File: src/rtl/mips_pkg.sv
// Shared MIPS pipeline types: widths, the NOP word, fetch FSM states and the IF/ID record.
package mips_pkg;

    localparam int unsigned INSTR_W = 32;
    localparam int unsigned ADDR_W  = 32;

    // sll $0,$0,0
    localparam logic [INSTR_W-1:0] NOP_INSTR = 32'h0000_0000;

    typedef enum logic [1:0] {
        S_REQ,
        S_WAIT,
        S_HOLD
    } fetch_state_t;

    typedef struct packed {
        logic               valid;
        logic [ADDR_W-1:0]  pc4;
        logic [INSTR_W-1:0] instr;
    } ifid_t;

endpackage

File: src/rtl/fetch_stage_if.sv
// Instruction-memory request/grant/response bus between fetch and the memory.
interface fetch_stage_if;
    import mips_pkg::*;

    logic               req;
    logic [ADDR_W-1:0]  addr;
    logic               gnt;
    logic               rvalid;
    logic [INSTR_W-1:0] rdata;

    modport master (output req, addr, input gnt, rvalid, rdata);
    modport slave  (input req, addr, output gnt, rvalid, rdata);

endinterface

File: src/rtl/fetch_stage_ifid_reg.sv
// IF/ID pipeline register. Priority: flush > hold > load; otherwise the entry is consumed.
module ifid_reg
    import mips_pkg::*;
#(
    parameter logic [INSTR_W-1:0] NOP_WORD = NOP_INSTR
) (
    input  logic  clk,
    input  logic  rst_n,
    input  logic  flush,
    input  logic  hold,
    input  logic  load,
    input  ifid_t load_data,
    output ifid_t ifid
);

    // Register update; an unloaded, unheld entry becomes a bubble (payload kept).
    always_ff @(posedge clk or negedge rst_n) begin
        if (!rst_n) begin
            ifid <= '{valid: 1'b0, pc4: '0, instr: NOP_WORD};
        end else if (flush) begin
            ifid <= '{valid: 1'b0, pc4: '0, instr: NOP_WORD};
        end else if (hold) begin
            ifid <= ifid;
        end else if (load) begin
            ifid <= load_data;
        end else begin
            ifid.valid <= 1'b0;
        end
    end

endmodule

File: src/rtl/fetch_stage.sv
// MIPS instruction-fetch stage: PC, imem handshake, IF/ID register, stall and redirect.
// Optional macro FETCH_PERF_CNT_EN adds perf_fetched / perf_stall_cyc / perf_flush counters.
module fetch_stage
    import mips_pkg::*;
#(
    parameter logic [31:0] RESET_PC  = 32'h0000_0000,
    parameter logic [31:0] NOP_INSTR = mips_pkg::NOP_INSTR
) (
    input  logic                 clk,
    input  logic                 rst_n,
    fetch_stage_if.master        imem,
    input  logic                 id_stall,
    input  logic                 redirect_valid,
    input  logic [31:0]          redirect_pc,
    output logic                 ifid_valid,
    output logic [31:0]          ifid_pc4,
    output logic [31:0]          ifid_instr,
`ifdef FETCH_PERF_CNT_EN
    output logic [31:0]          perf_fetched,
    output logic [31:0]          perf_stall_cyc,
    output logic [31:0]          perf_flush,
`endif
    output logic [31:0]          fetch_pc
);

    fetch_state_t state_q, state_d;
    logic [31:0]  pc_q, pc_d;
    logic [31:0]  req_pc_q, req_pc_d;
    logic         kill_q, kill_d;
    logic [31:0]  hold_pc4_q, hold_pc4_d;
    logic [31:0]  hold_instr_q, hold_instr_d;

    ifid_t ifid;
    ifid_t load_data;
    logic  ifid_load;
    logic  req;
    logic  accept;
    logic  unused_pc_bits;

    assign unused_pc_bits = ^redirect_pc[1:0];

    // IF/ID can take a new entry when decode is not stalled or the slot is a bubble.
    assign accept = !id_stall || !ifid.valid;

    // State register.
    always_ff @(posedge clk or negedge rst_n) begin
        if (!rst_n) begin
            state_q      <= S_REQ;
            pc_q         <= RESET_PC;
            req_pc_q     <= '0;
            kill_q       <= 1'b0;
            hold_pc4_q   <= '0;
            hold_instr_q <= '0;
        end else begin
            state_q      <= state_d;
            pc_q         <= pc_d;
            req_pc_q     <= req_pc_d;
            kill_q       <= kill_d;
            hold_pc4_q   <= hold_pc4_d;
            hold_instr_q <= hold_instr_d;
        end
    end

    // Next-state: redirect beats everything; a still-outstanding response gets killed.
    always_comb begin
        state_d      = state_q;
        pc_d         = pc_q;
        req_pc_d     = req_pc_q;
        kill_d       = kill_q;
        hold_pc4_d   = hold_pc4_q;
        hold_instr_d = hold_instr_q;
        if (redirect_valid) begin
            pc_d         = {redirect_pc[31:2], 2'b00};
            hold_pc4_d   = '0;
            hold_instr_d = '0;
            if (state_q == S_WAIT && !imem.rvalid) begin
                state_d = S_WAIT;
                kill_d  = 1'b1;
            end else begin
                state_d = S_REQ;
                kill_d  = 1'b0;
            end
        end else begin
            unique case (state_q)
                S_REQ: begin
                    if (imem.gnt) begin
                        state_d  = S_WAIT;
                        req_pc_d = pc_q;
                        pc_d     = pc_q + 32'd4;
                    end
                end
                S_WAIT: begin
                    if (imem.rvalid) begin
                        if (kill_q) begin
                            kill_d  = 1'b0;
                            state_d = S_REQ;
                        end else if (accept) begin
                            // Back-to-back: the next request goes out with this response.
                            if (imem.gnt) begin
                                req_pc_d = pc_q;
                                pc_d     = pc_q + 32'd4;
                            end else begin
                                state_d = S_REQ;
                            end
                        end else begin
                            hold_pc4_d   = req_pc_q + 32'd4;
                            hold_instr_d = imem.rdata;
                            state_d      = S_HOLD;
                        end
                    end
                end
                S_HOLD: begin
                    if (accept) begin
                        state_d = S_REQ;
                    end
                end
                default: state_d = S_REQ;
            endcase
        end
    end

    // Outputs: memory request and the IF/ID load source.
    always_comb begin
        req       = 1'b0;
        ifid_load = 1'b0;
        load_data = '{valid: 1'b1, pc4: req_pc_q + 32'd4, instr: imem.rdata};
        if (!redirect_valid) begin
            unique case (state_q)
                S_REQ: req = 1'b1;
                S_WAIT: begin
                    if (imem.rvalid && !kill_q && accept) begin
                        req       = 1'b1;
                        ifid_load = 1'b1;
                    end
                end
                S_HOLD: begin
                    if (accept) begin
                        ifid_load = 1'b1;
                        load_data = '{valid: 1'b1, pc4: hold_pc4_q, instr: hold_instr_q};
                    end
                end
                default: req = 1'b0;
            endcase
        end
        imem.req  = req && rst_n;
        imem.addr = pc_q;
    end

    ifid_reg #(
        .NOP_WORD (NOP_INSTR)
    ) u_ifid_reg (
        .clk       (clk),
        .rst_n     (rst_n),
        .flush     (redirect_valid),
        .hold      (id_stall && ifid.valid),
        .load      (ifid_load),
        .load_data (load_data),
        .ifid      (ifid)
    );

    assign ifid_valid = ifid.valid;
    assign ifid_pc4   = ifid.pc4;
    assign ifid_instr = ifid.instr;
    assign fetch_pc   = pc_q;

`ifdef FETCH_PERF_CNT_EN
    // Free-running event counters, wrapping at 2^32.
    always_ff @(posedge clk or negedge rst_n) begin
        if (!rst_n) begin
            perf_fetched   <= '0;
            perf_stall_cyc <= '0;
            perf_flush     <= '0;
        end else begin
            if (ifid_load && !redirect_valid) perf_fetched <= perf_fetched + 32'd1;
            if (ifid.valid && id_stall)       perf_stall_cyc <= perf_stall_cyc + 32'd1;
            if (redirect_valid)               perf_flush <= perf_flush + 32'd1;
        end
    end
`endif

endmodule

File: src/flat_wrapper.sv
// flat-port wrapper written by rule: the top's interface ports become plain ports
module fetch_stage_flat import mips_pkg::*;
#(
    parameter logic [31:0] RESET_PC  = 32'h0000_0000,
    parameter logic [31:0] NOP_INSTR = mips_pkg::NOP_INSTR
)
  (clk, rst_n, id_stall, redirect_valid, redirect_pc, ifid_valid, ifid_pc4, ifid_instr, fetch_pc, imem_req, imem_addr, imem_gnt, imem_rvalid, imem_rdata);
  fetch_stage_if imem_i ();
  input  logic clk;
  input  logic rst_n;
  input  logic id_stall;
  input  logic redirect_valid;
  input  logic [31:0] redirect_pc;
  output logic ifid_valid;
  output logic [31:0] ifid_pc4;
  output logic [31:0] ifid_instr;
  output logic [31:0] fetch_pc;
  output wire logic [$bits(imem_i.req)-1:0] imem_req;
  output wire logic [$bits(imem_i.addr)-1:0] imem_addr;
  input wire logic [$bits(imem_i.gnt)-1:0] imem_gnt;
  input wire logic [$bits(imem_i.rvalid)-1:0] imem_rvalid;
  input wire logic [$bits(imem_i.rdata)-1:0] imem_rdata;
  assign imem_req = imem_i.req;
  assign imem_addr = imem_i.addr;
  assign imem_i.gnt = imem_gnt;
  assign imem_i.rvalid = imem_rvalid;
  assign imem_i.rdata = imem_rdata;
  fetch_stage #(.RESET_PC(RESET_PC), .NOP_INSTR(NOP_INSTR)) u_core (.clk(clk), .rst_n(rst_n), .imem(imem_i), .id_stall(id_stall), .redirect_valid(redirect_valid), .redirect_pc(redirect_pc), .ifid_valid(ifid_valid), .ifid_pc4(ifid_pc4), .ifid_instr(ifid_instr), .fetch_pc(fetch_pc));
endmodule
File: config.mk
export PLATFORM = sky130hd
export DESIGN_NAME = fetch_stage_flat
export DESIGN_NICKNAME = d
export VERILOG_FILES = /design/src/rtl/mips_pkg.sv /design/src/rtl/fetch_stage_if.sv /design/src/rtl/fetch_stage_ifid_reg.sv /design/src/rtl/fetch_stage.sv /design/src/flat_wrapper.sv
export SDC_FILE = /design/constraint.sdc
export NUM_CORES = 1
export LEC_CHECK = 0
export ABC_AREA = 1
export CELL_PAD_IN_SITES_DETAIL_PLACEMENT = 0
export CELL_PAD_IN_SITES_GLOBAL_PLACEMENT = 1
export CORE_AREA = 2 2 159 161
export DETAILED_ROUTE_END_ITERATION = 10
export DIE_AREA = 0 0 161 163
export PLACE_DENSITY = 0.85
export SKIP_LAST_GASP = 1
export SYNTH_ARGS = -nofsm -noshare
export SYNTH_HDL_FRONTEND = slang
export SYNTH_SLANG_ARGS = --single-unit
File: constraint.sdc
create_clock -name clk -period 5.3 [get_ports clk]
set_input_delay 0.795 -clock clk [delete_from_list [all_inputs] [get_ports clk]]
set_output_delay 0.795 -clock clk [all_outputs]
set_load 0.005 [all_outputs]
### Word-level counts from Yosys, hierarchy flattened

Index checks and enable logic that the tools add are counted.

| word-level totals | value |
|---|---|
| bits in registers | 196 |
| word-level logic and storage cells | 94 |

| cells by class | value |
|---|---|
| add/sub/neg operators | 2 |
| equal/unequal tests | 14 |
| mux-type cells | 46 |
| bitwise gates (word level) | 1 |
| reduce and logical (&&, ||, !) cells | 22 |

Operator list:

| operator | number |
|---|---|
| $mux 32 | 19 |
| $mux 65 | 3 |
| $mux 64 | 2 |
| $pmux 32 s2 | 2 |
| $add 32x3->32 const B | 2 |
| $mux 2 | 7 |
| $reduce_and 4->1 | 3 |
| $mux 1 | 10 |
| $ne 2x2->1 const B | 5 |
| $ne 3x3->1 const B | 3 |
| $reduce_bool 2->1 | 4 |
| $ne 3x2->1 const B | 2 |
| $pmux 2 s3 | 1 |
| $logic_and 1x1->1 | 5 |
| $ne 5x4->1 const B | 1 |
| $reduce_and 5->1 | 1 |
| $logic_not 1->1 | 4 |
| $pmux 1 s2 | 2 |
| $reduce_and 2->1 | 2 |
| $reduce_bool 3->1 | 1 |
| $eq 2x1->1 const B | 1 |
| $eq 2x2->1 const B | 1 |
| $logic_not 2->1 | 1 |
| $ne 2x1->1 const B | 1 |
| 2 further kinds | 2 |

### Logic depth before layout (Yosys ltp)

| logic depth | value |
|---|---|
| depth after elaboration | 9 |
| mapped depth | 11 |

### Modules after synthesis

Synthesis repeated with hierarchy kept, for this count alone.

| second synthesis, totals | value |
|---|---|
| cells, all modules | 1496 |
| area total of the unflattened synthesis | 11054.4 um2 |

Modules (own cells, without submodules):

| module | times used | cells each | area an instance (um2) |
|---|---|---|---|
| fetch_stage | 1 | 1198 | 7835.0 |
| ifid_reg | 1 | 298 | 3219.3 |

### Worst setup path after synthesis

No wires, ideal clock.

| path | value |
|---|---|
| path type | in2out |
| from | in redirect_valid |
| to | out imem_req |
| arrival time | 1.688 ns |
| required time | 4.505 ns |
| slack | 2.817 ns |
| stages | 6 |
| buffers on the path | 3 |
| cell sequence | buf_2 inv_2 buf_4 clkbuf_1 nand2_1 a21oi_1 |

| on the way | value |
|---|---|
| word-level cells in the longest chain between the ends | 2 |

Ends and longest elaborated chain:

| item | RTL line | source |
|---|---|---|
| from (decl) | flat_wrapper.sv:12 | `input logic redirect_valid;` |
| $mux 1 | fetch_stage.sv:127 | `if (!redirect_valid) begin` |
| $logic_and 1x1->1 | fetch_stage.sv:145 | `imem.req = req && rst_n;` |
| to (decl) | flat_wrapper.sv:18 | `output wire logic [$bits(imem_i.req)-1:0] imem_req;` |

No other way between the ends.

### Final worst setup path

| path | value |
|---|---|
| from | in imem_rvalid |
| to | out imem_req |

| on the way | value |
|---|---|
| word-level cells in the longest chain between the ends | 6 |

Ends and longest elaborated chain:

| item | RTL line | source |
|---|---|---|
| from (decl) | flat_wrapper.sv:21 | `input wire logic [$bits(imem_i.rvalid)-1:0] imem_rvalid;` |
| $logic_and 1x1->1 (2 in series) | fetch_stage.sv:131 | `if (imem.rvalid && !kill_q && accept) begin` |
| $mux 1 | fetch_stage.sv:131 |  |
| $pmux 1 s2 | fetch_stage.sv:128 | `unique case (state_q)` |
| $mux 1 | fetch_stage.sv:127 |  |
| $logic_and 1x1->1 | fetch_stage.sv:145 |  |

No other way between the ends.

==> results.json <==
{
  "critPathMaxFanout": 2,
  "synth_edf_count": 0,
  "grtUsageMet2": 0.347,
  "drt_wl_total_mm": 27.9,
  "synth_area_mm2": 0.00993,
  "cts_root_buf": "clkbuf_16",
  "finalMaxSlewViolations": 0,
  "core_region_area_mm2": 0.0247,
  "cp.depth": 6,
  "drt_iter0_drc": 801,
  "start_util": 0.402,
  "grt_overflow": 0,
  "slew_headroom": 0.287,
  "r2r_cells": 8,
  "path_clk_slew_ps": 90,
  "r2r_start": "u_core.state_q[1]",
  "status": "finished clean",
  "wl_per_cell_um": 15.8,
  "post-dp-hpwl_mm": 19.2,
  "cts_sinks": 190,
  "setup_viol": 0,
  "netlist.top_cell.by_area": "dfrtp_1",
  "finalHoldViolCount": 0,
  "multi_input_area_mm2": 0.00431,
  "startpoint_type": "input pin",
  "hold_path.class": "in -> async",
  "htreeDepth": 4,
  "ant_nets": 0,
  "postCtsHoldBufs": 0,
  "p_per_area_mw_per_mm2": 374,
  "pre_cts_ws_ps": 1770,
  "synth.ff_latch_count": 190,
  "total_leakage_power_uw": 0.00564,
  "final.period_utilization": 0.599,
  "worstSetupEndpointType": "output pin",
  "die_y_um": 163,
  "vdd_drop_max_uv": 201,
  "cts_resized": 0,
  "slowest_delay_ps": 550,
  "drc": 0,
  "crit_start": "imem_rvalid",
  "rsz0062_at_grt": "false",
  "cap_violations": 0,
  "yosys_warnings": 0,
  "clockBufferDepth": 2,
  "area_growth_pct": 25.2,
  "synthTopCellsByCount": "nand2_1 (492), dfrtp_1 (190), nand3_1 (154)",
  "drtPass1Iterations": 7,
  "globalRouteTotalUtil": 0.221,
  "grt_pass1_wl_mm": 46.4,
  "die-area_mm2": 0.0262,
  "cp_top_family": "buffers and inverters",
  "crit_slowest_cell": "clkdlybuf4s50_1",
  "reg2reg_to": "u_core.hold_pc4_q[8]",
  "avgSynthCellArea_um2": 7.73,
  "row_count": 58,
  "antenna_found_initial": 0,
  "postCtsSetupRepairBufs": 0,
  "critPathBufInv": 3,
  "cts_tree": "built",
  "tightest_slew_ps": 1070,
  "nFillCells": 2457,
  "setup_ws_ps": 2130,
  "skew_ps": 30.6,
  "arrival_ps": 2380,
  "grt_most_used_layer": "met2",
  "async_flop_share": 1.00,
  "synth.distinct_cells": 40,
  "fin_crit_ps": 3170,
  "grtUsageMet3": 0.0313,
  "clk_latency_ps": 450,
  "antenna_cells": 0,
  "grt_pass1_vias": 8907,
  "path_cells": "clkdlybuf4s50_1 > nand2_2 > clkinv_1 > nand3_2 > a21oi_1 > clkdlybuf4s50_1",
  "synth_ff_type": "dfrtp_1",
  "dieWidth_um": 161,
  "synthTopCellsByArea": "dfrtp_1 (48%), nand2_1 (19%), nand3_1 (7.8%), nor2_1 (3.9%), buf_4 (3.1%)",
  "cp_common_cell": "clkdlybuf4s50_1",
  "synth.most_common_cell": "nand2_1",
  "critPathKind": "in -> out",
  "tns_ps": 0,
  "p_total_uw": 4650,
  "cp.required_ps": 4510,
  "largest_reg_flops": 64,
  "seq_area_mm2": 0.00475,
  "place_area_mm2": 0.0118,
  "gp_congestion": 0.926,
  "fmax_mhz": 315,
  "final_area_mm2": 0.0124,
  "synth_top_area_frac": 0.479,
  "use_met1": 0.319,
  "synth_cells": 1284,
  "io_buffers": 193,
  "drive_gt1_frac": 0.0460,
  "numCtsBuffers": 17,
  "vias": 8812,
  "viasPerCell": 5.00,
  "yosysSeqAreaShare": 0.479,
  "nets": 1496,
  "grt_max_degree": 86,
  "r2r_setup_slack_ps": 2430,
  "ioPinCount": 200
}
through the flow:
| stage | hold slack, ps | instances | util |
|---|---|---|---|
| final | 382 | 1764 | 0.504 |
| after global routing | 428 | 1764 | 0.504 |
| after CTS | 407 | 1764 | 0.504 |
| after detailed placement | 466 | 1732 | 0.478 |
| after global placement | 462 | 1732 | 0.478 |
| after floorplan | 448 | 1287 | - |
where the power goes:
group	total [µW]	switching, µW	leakage, µW	internal [µW]
logic	1330	737	0.00280	591
registers	1990	328	0.00254	1660
clock network	1330	675	0.000303	652
total	4650	1740	0.00564	2910
area by class of cell:
type / instances / share of cell area
Timing Repair Buffer: 201 / 0.161
Clock inverter: 15 / 0.0168
Tap cell: 330 / 0.0332
Clock buffer: 17 / 0.0342
Inverter: 86 / 0.0260
Multi-Input combinational cell: 925 / 0.347
Sequential cell: 190 / 0.382
kinds of logic after synthesis:
kind of cell    share of synthesized area
simple gates                        0.326
flops                               0.479
buf+inv                            0.0877
compound gates                     0.0842
xor+xnor                           0.0168
fa+ha+maj                         0.00630
other cells                      0.000378
worst max path at each step:
stage	to
3_3_place_gp	u_core.hold_pc4_q[9]
4_1_cts	imem_req
3_5_place_dp	u_core.hold_instr_q[4]
5_1_grt	u_core.hold_instr_q[4]
2_1_floorplan	imem_req
6_report	imem_req
per-layer routing:
layer | vias up | wire length, µm
met5 | - | 0
met4 | 0 | 507
met3 | 31 | 1200
met2 | 256 | 12600
met1 | 4139 | 13500
li1 | 4386 | -
worst register-to-register path, delay by kind of cell (launching register included):
kind                       cells  cell delay, ps
adders and majority gates      1             320
buffers and inverters          2             500
DFF                            1             390
AOI/OAI and AO/OA              1             430
and+or+nand+nor                4            1120
placed cells by master, fill, tap and decap left out, types with 2 or more instances in the layout:
| master | netlist | routed |
|---|---|---|
| nand2_1 | 492 | 492 |
| clkdlybuf4s50_1 | 0 | 192 |
| dfrtp_1 | 190 | 190 |
| nand3_1 | 154 | 154 |
| nor2_1 | 102 | 102 |
| inv_1 | 81 | 81 |
| o21ai_0 | 55 | 55 |
| a32o_1 | 30 | 30 |
| xor2_1 | 17 | 17 |
| clkbuf_16 | 0 | 17 |
| o21a_1 | 10 | 10 |
| nand4_1 | 8 | 8 |
| o211ai_1 | 8 | 8 |
| clkinv_8 | 0 | 8 |
| buf_4 | 41 | 8 |
| nor2_2 | 5 | 5 |
| nand2_2 | 5 | 5 |
| ha_1 | 5 | 5 |
| o21ai_1 | 4 | 4 |
| inv_2 | 4 | 4 |
| conb_1 | 1 | 4 |
| a31oi_1 | 3 | 3 |
| a21oi_1 | 3 | 3 |
| or2_2 | 2 | 2 |
| xnor2_1 | 2 | 2 |
| o22ai_1 | 2 | 2 |
| a22o_1 | 2 | 2 |
| nor2_4 | 2 | 2 |
| inv_6 | 0 | 2 |
| inv_12 | 0 | 2 |
| clkinv_4 | 0 | 2 |
(Power assumes the default switching activity.)
